<file path="src/rtl/tt_host_link.sv">
// Device end of the host-to-chip pin protocol: decodes four-phase host requests and runs the memory port.
// Optional macro HOSTLINK_SYNC_EN inserts a 2-flop synchronizer on the req pin for an asynchronous host.
module tt_host_link #(
  parameter int ADDR_W = 8
) (
  input  logic              clk,
  input  logic              rst_n,
  input  logic              ena,
  input  logic [7:0]        ui_in,
  input  logic [7:0]        uio_in,
  output logic              ack,
  output logic              busy,
  output logic [7:0]        uio_out,
  output logic [7:0]        uio_oe,
  output logic [ADDR_W-1:0] mem_addr,
  output logic [7:0]        mem_wdata,
  output logic              mem_we,
  output logic              mem_re,
  input  logic [7:0]        mem_rdata
);

  typedef enum logic [1:0] {
    IDLE   = 2'd0,
    EXEC   = 2'd1,
    RDWAIT = 2'd2,
    ACK    = 2'd3
  } state_t;

  localparam logic [1:0] OP_NOP  = 2'b00;
  localparam logic [1:0] OP_SET  = 2'b01;
  localparam logic [1:0] OP_WR   = 2'b10;
  localparam logic [1:0] OP_RD   = 2'b11;

  state_t state_q, state_d;

  logic              req_s;
  logic [1:0]        op_q, op_d;
  logic [7:0]        data_q, data_d;
  logic [ADDR_W-1:0] addr_q, addr_d;
  logic [7:0]        uio_out_q, uio_out_d;
  logic [7:0]        uio_oe_q, uio_oe_d;
  logic              ack_q, ack_d;
  logic              busy_q, busy_d;
  logic              mem_we_q, mem_we_d;
  logic              mem_re_q, mem_re_d;
  logic              accept;

  logic unused_ui;
  assign unused_ui = ^ui_in[4:0];

`ifdef HOSTLINK_SYNC_EN
  logic req_meta_q, req_meta_d;
  logic req_sync_q, req_sync_d;

  always_comb begin
    req_meta_d = ui_in[7];
    req_sync_d = req_meta_q;
  end

  always_ff @(posedge clk) begin
    if (!rst_n) begin
      req_meta_q <= 1'b0;
      req_sync_q <= 1'b0;
    end else begin
      req_meta_q <= req_meta_d;
      req_sync_q <= req_sync_d;
    end
  end

  assign req_s = req_sync_q;
`else
  assign req_s = ui_in[7];
`endif

  assign accept = (state_q == IDLE) && req_s && ena;

  always_ff @(posedge clk) begin
    if (!rst_n) begin
      state_q <= IDLE;
    end else begin
      state_q <= state_d;
    end
  end

  always_comb begin
    state_d = state_q;
    case (state_q)
      IDLE:    if (accept) state_d = EXEC;
      EXEC:    state_d = (op_q == OP_RD) ? RDWAIT : ACK;
      RDWAIT:  state_d = ACK;
      ACK:     if (!req_s) state_d = IDLE;
      default: state_d = IDLE;
    endcase
  end

  // Outputs are registered from next-state so they line up with the state they belong to.
  always_comb begin
    op_d      = op_q;
    data_d    = data_q;
    addr_d    = addr_q;
    uio_out_d = uio_out_q;

    if (accept) begin
      op_d   = ui_in[6:5];
      data_d = uio_in;
    end

    if ((state_q == EXEC) && (op_q == OP_SET)) begin
      addr_d = data_q[ADDR_W-1:0];
    end

    if (state_q == RDWAIT) begin
      uio_out_d = mem_rdata;
    end

    if ((state_q == ACK) && !req_s && ((op_q == OP_WR) || (op_q == OP_RD))) begin
      addr_d = addr_q + ADDR_W'(1);
    end

    mem_we_d = (state_d == EXEC) && (op_d == OP_WR);
    mem_re_d = (state_d == EXEC) && (op_d == OP_RD);
    ack_d    = (state_d == ACK);
    busy_d   = (state_d != IDLE);
    uio_oe_d = ((state_d == ACK) && (op_d == OP_RD)) ? 8'hFF : 8'h00;
  end

  always_ff @(posedge clk) begin
    if (!rst_n) begin
      op_q      <= OP_NOP;
      data_q    <= 8'h00;
      addr_q    <= '0;
      uio_out_q <= 8'h00;
      uio_oe_q  <= 8'h00;
      ack_q     <= 1'b0;
      busy_q    <= 1'b0;
      mem_we_q  <= 1'b0;
      mem_re_q  <= 1'b0;
    end else begin
      op_q      <= op_d;
      data_q    <= data_d;
      addr_q    <= addr_d;
      uio_out_q <= uio_out_d;
      uio_oe_q  <= uio_oe_d;
      ack_q     <= ack_d;
      busy_q    <= busy_d;
      mem_we_q  <= mem_we_d;
      mem_re_q  <= mem_re_d;
    end
  end

  assign ack       = ack_q;
  assign busy      = busy_q;
  assign uio_out   = uio_out_q;
  assign uio_oe    = uio_oe_q;
  assign mem_addr  = addr_q;
  assign mem_wdata = data_q;
  assign mem_we    = mem_we_q;
  assign mem_re    = mem_re_q;

endmodule
</file>
<file path="config.mk">
export PLATFORM = sky130hd
export DESIGN_NAME = tt_host_link
export DESIGN_NICKNAME = d
export VERILOG_FILES = /design/src/rtl/tt_host_link.sv
export SDC_FILE = /design/constraint.sdc
export NUM_CORES = 1
export LEC_CHECK = 0
export CORE_UTILIZATION = 37
export DETAILED_ROUTE_END_ITERATION = 10
export PLACE_DENSITY = 0.75
export SYNTH_ARGS = -nofsm -noshare
export SYNTH_HDL_FRONTEND = slang
export SYNTH_SLANG_ARGS = --single-unit
export TNS_END_PERCENT = 30
</file>
<file path="constraint.sdc">
create_clock -name clk -period 1.6 [get_ports clk]
set_clock_uncertainty 0.2 [all_clocks]
set_input_delay 0.32 -clock clk [delete_from_list [all_inputs] [get_ports clk]]
set_output_delay 0.32 -clock clk [all_outputs]
set_load 0.05 [all_outputs]
</file>
== Word level (Yosys, flattened, before mapping) ==
Cells that the tools add are included.
Storage, ports and cells
  logic and storage cells: 42
  output and inout port bits: 36
  register bits: 40
  input bits: 27
Cells by class
  equal/unequal tests: 10
  add/sub/neg operators: 1
  reduce and logical (&&, ||, !) cells: 13
  muxes and demuxes: 8
Operator list (number)
  2-to-1 mux 8 bit: 3
  == test 2 bit (second input constant): 7
  adder 8 x 1 -> 8 bit (second input constant): 1
  logical AND 1 bit: 8
  case mux 2 bit (4 select lines): 1
  == test 2 x 1 -> 1 bit (second input constant): 3
  2-to-1 mux 2 bit: 3
  nonzero test 2 bit: 2
  logical NOT 2 bit: 1
  logical NOT 1 bit: 1
  logical OR 1 bit: 1
  2-to-1 mux 1 bit: 1

== Depth between registers and ports, before layout ==
  word-level depth: 8
  gate-level depth with buffers: 6
  gate-level depth less buffers: 4

== Worst setup path before layout ==
No wires, ideal clock.
  kind: reg-to-reg
  start: reg addr_q[2], in the netlist mem_addr[2]
  end: reg addr_q[7], in the netlist mem_addr[7]
  arrival time: 1630 ps
  cell stages (with the launch flop): 5
  path buffers: 0
  required time: 1330 ps
  clock period less this slack: 1900 ps
  slack: -300 ps
  setup time: 70 ps
  path through: dfxtp_1 -> and4_1 -> or3b_1 -> a2bb2oi_1 -> a21oi_1
On the way
  longest elaborated chain between the ends: 2
Ends and longest elaborated chain
  start: declaration: RTL line 39  | logic [ADDR_W-1:0] addr_q, addr_d;
  start signal: assignment: RTL line 141  | addr_q <= addr_d;
  adder 8 x 1 -> 8 bit: RTL line 117  | addr_d = addr_q + ADDR_W'(1);
  2-to-1 mux 8 bit: RTL line 116  | if ((state_q == ACK) && !req_s && ((op_q == OP_WR) || (op_q == OP_RD))) begin
No other way between the ends.
A chain may end at the register's enable or synchronous reset.

== Worst setup path in the final report ==
  start: reg state_q[1]
  end: reg addr_q[2], in the netlist mem_addr[2]
On the way
  longest elaborated chain between the ends: 4
  elaborated cells on any way between the ends: 7
  classes of those cells: eq/ne: 2; mux: 1; reduce/logical: 4
Ends and longest elaborated chain
  start: declaration: RTL line 34  | state_t state_q, state_d;
  start signal: assignment: RTL line 81  | state_q <= state_d;
  == test 2 bit: RTL line 116
  logical AND 1 bit (2 in a row): RTL line 116
  2-to-1 mux 8 bit / nonzero test 2 bit (equally long branches)
Several ways; a longest one is shown, not always the timed one.

==> flow_metrics.py <==
metrics = {
    "final_layout": {
        "fillers": 227,
        "area_growth_pct": 94.0,
        "nets": 261,
        "final_util": 0.778,
        "instances_no_fill": 280,
        "final_cell_mix": "buf_12, nand2_1, dfxtp_1, clkdlybuf4s50_1, buf_4",
        "antenna_cells": 0,
        "layout-drive-gt1-share": 0.397,
        "layout.cells.most_common": "buf_12",
    },
    "die": {
        "io_pins": 63,
        "die-height_um": 63.3,
        "coreArea_um2": 3470,
        "chipWidth_um": 63.3,
        "row_count": 21,
        "dieArea_um2": 4010,
        "floorplan.initialDensity": 0.401,
    },
    "logic_synthesis": {
        "ys.flop_type": "dfxtp_1",
        "synthCells": 159,
        "ys_seq_area_frac": 0.475,
        "ys_top_cells_by_area": "dfxtp_1, nand2_1, a21oi_1",
        "ys_seq_elements": 33,
        "synth_area_leader_cell": "dfxtp_1",
        "synth_edf_count": 0,
        "synth_area_per_cell_um2": 8.75,
        "synth_cell_types": 36,
        "async_flop_share": 0,
        "yosysTopAreaCellShare": 0.475,
        "yosysWarnings": 0,
        "netlist_area_um2": 1390,
        "synth_nets": 187,
    },
    "cts": {
        "cts_tree": "done",
        "cts_root_buf": "clkbuf_8",
        "clkTransAtPathRegs_ps": 70,
        "h-tree-depth": 2,
        "numCtsBuffers": 5,
        "clk_path_buf_depth": 2,
        "cts_sinks": 33,
        "clk_latency_ps": 300,
    },
    "worst_hold_path": {
        "min-delay-start": "op_q[0]$_SDFF_PN0_",
        "hold_path_end": "op_q[0]$_SDFF_PN0_",
        "hp-class": "reg2reg",
        "min_path_cells": 2,
    },
    "route": {
        "first_pass_iters": 4,
        "routedWlPerCell_um": 17.7,
        "avgViaCountPerCell": 5.31,
        "vias": 1488,
        "drt_iter0_markers": 80,
        "ant_nets": 0,
        "wl_um": 4970,
        "drc": 0,
    },
    "worst_setup_path": {
        "reg2reg_setup_slack_ps": -70,
        "r2r_cells": 4,
        "crit_start": "state_q[1]$_SDFF_PN0_",
        "worst_ep_arrival_time_ps": 1640,
        "cp-start-kind": "register",
        "end_kind": "register",
        "worstSetupPathType": "reg2reg",
        "r2r_end": "mem_addr[2]$_SDFFE_PN0P_",
        "required_ps": 1570,
        "path_max_fanout": 4,
        "r2r-start": "state_q[1]$_SDFF_PN0_",
    },
    "timing": {
        "slew_viol_final": 0,
        "finalCritPeriodShare": 1.04,
        "setup-violations-final": 4,
        "fin_ws_ps": -67.8,
        "fin_crit_ps": 1670,
        "tightest_slew_ps": 299,
        "fmax_mhz": 600,
        "rsz0062_at_grt": "true",
        "relSlewSlack": 0.800,
        "hold_viol": 0,
    },
    "grt": {
        "grt_pass1_vias": 1539,
        "grt_max_degree": 17,
        "grt_pass1_wl_um": 7360,
        "antenna_found_initial": 0,
        "gr-total-overflow": 0,
        "grt_util_all_layers": 0.241,
    },
    "power_and_ir_drop": {
        "finalPower_mw": 2.32,
        "power.leakage_nw": 1.10,
        "power_density_nw_per_um2": 860,
        "vdd_drop_max_v": 0.000876,
    },
    "placement": {
        "io_buffers": 57,
        "dp_slack_ps": -392,
        "hpwl_um": 2910,
        "dp.cells": 267,
        "gp_congestion": 0.807,
    },
    "run": {
        "maxCapViolCount": 0,
    },
    "status": {
        "status": "finished, violations left",
        "violations": "setup timing",
    },
}
synthesized netlist by cell type, types with 2 or more instances:
cell	instances
nand2_1	29
a311oi_1	2
dfxtp_1	33
nand2b_1	2
a211oi_1	2
inv_1	4
a22oi_1	2
a21oi_1	16
buf_6	2
clkbuf_1	3
and4_1	2
mux2i_1	8
nand3_1	5
nor2_1	14
o21ai_0	6
nor3_1	2
buf_4	7
buf_2	2
stage by stage:
stage | setup TNS (ps) | hold slack, ps | area (um2)
6_report | -156 | 313 | 2700
5_1_grt | -560 | 347 | 2700
4_1_cts | -3.57 | 295 | 2670
3_5_place_dp | -6550 | 307 | 2460
3_3_place_gp | -5590 | 288 | 2460
2_1_floorplan | 0 | 192 | 1410
where the power goes:
group / total, mW / internal (mW) / switching [mW] / leakage [nW]
sequential: 0.935 / 0.869 / 0.0665 / 0.275
combinational: 0.610 / 0.309 / 0.301 / 0.766
clock: 0.776 / 0.444 / 0.332 / 0.0599
flip-flops by register name, summed over array words and instances (netlist names):
signal / flops
op_q: 2
busy: 1
mem_we: 1
state_q: 2
uio_out: 8
mem_addr: 8
uio_oe: 1
ack: 1
mem_re: 1
mem_wdata: 8
cell families after synthesis:
| group | share of synthesized area |
|---|---|
| AND/OR/NAND/NOR | 0.212 |
| AO/OA/AOI/OAI | 0.152 |
| multiplexers | 0.0656 |
| buffers and inverters | 0.0800 |
| XOR/XNOR | 0.00630 |
| adder cells (fa/ha/maj) | 0.00899 |
| flip-flops | 0.475 |
worst max-delay path, cell delays in order, from the launching register on:
cell and delay [ps]:
dfxtp_2 340, nand2b_1 160, or3b_2 540, o21ai_1 210, a311oi_2 70
worst max-delay path by stage:
stage,cells past startpoint,slack (ps),end
after CTS,6,-4,mem_addr[2]$_SDFFE_PN0P_
after detailed placement,5,-390,mem_addr[3]$_SDFFE_PN0P_
after global routing,6,-100,mem_addr[1]$_SDFFE_PN0P_
after global placement,5,-340,mem_addr[3]$_SDFFE_PN0P_
final,4,-70,mem_addr[2]$_SDFFE_PN0P_
after floorplan,6,20,mem_addr[3]$_SDFFE_PN0P_
final cells by class:
type | count | area, um2 | area share
timing repair buffer | 81 | 1140 | 0.423
sequential | 33 | 687 | 0.255
multi-input combinational | 108 | 684 | 0.254
clock buffer | 7 | 108 | 0.0399
tap | 46 | 57.6 | 0.0213
inverter | 4 | 15.0 | 0.00556
clock inverter | 1 | 6.26 | 0.00232
what timing repair did:
item                       4_1_cts  5_1_grt
buffers inserted                 5        0
resized for setup               20       11
hold buffers                     0        0
pin swaps                        6        5
cloned                           0        0
setup endpoints to repair       17       14
routing by layer:
metal	track usage	vias to the layer above	routed length, um
li1	-	692	-
met1	0.273	702	1830
met3	0.0670	25	320
met4	0.136	0	233
met2	0.404	69	2580
met5	0	-	0
Note: power is estimated with default switching activity, not from simulation.
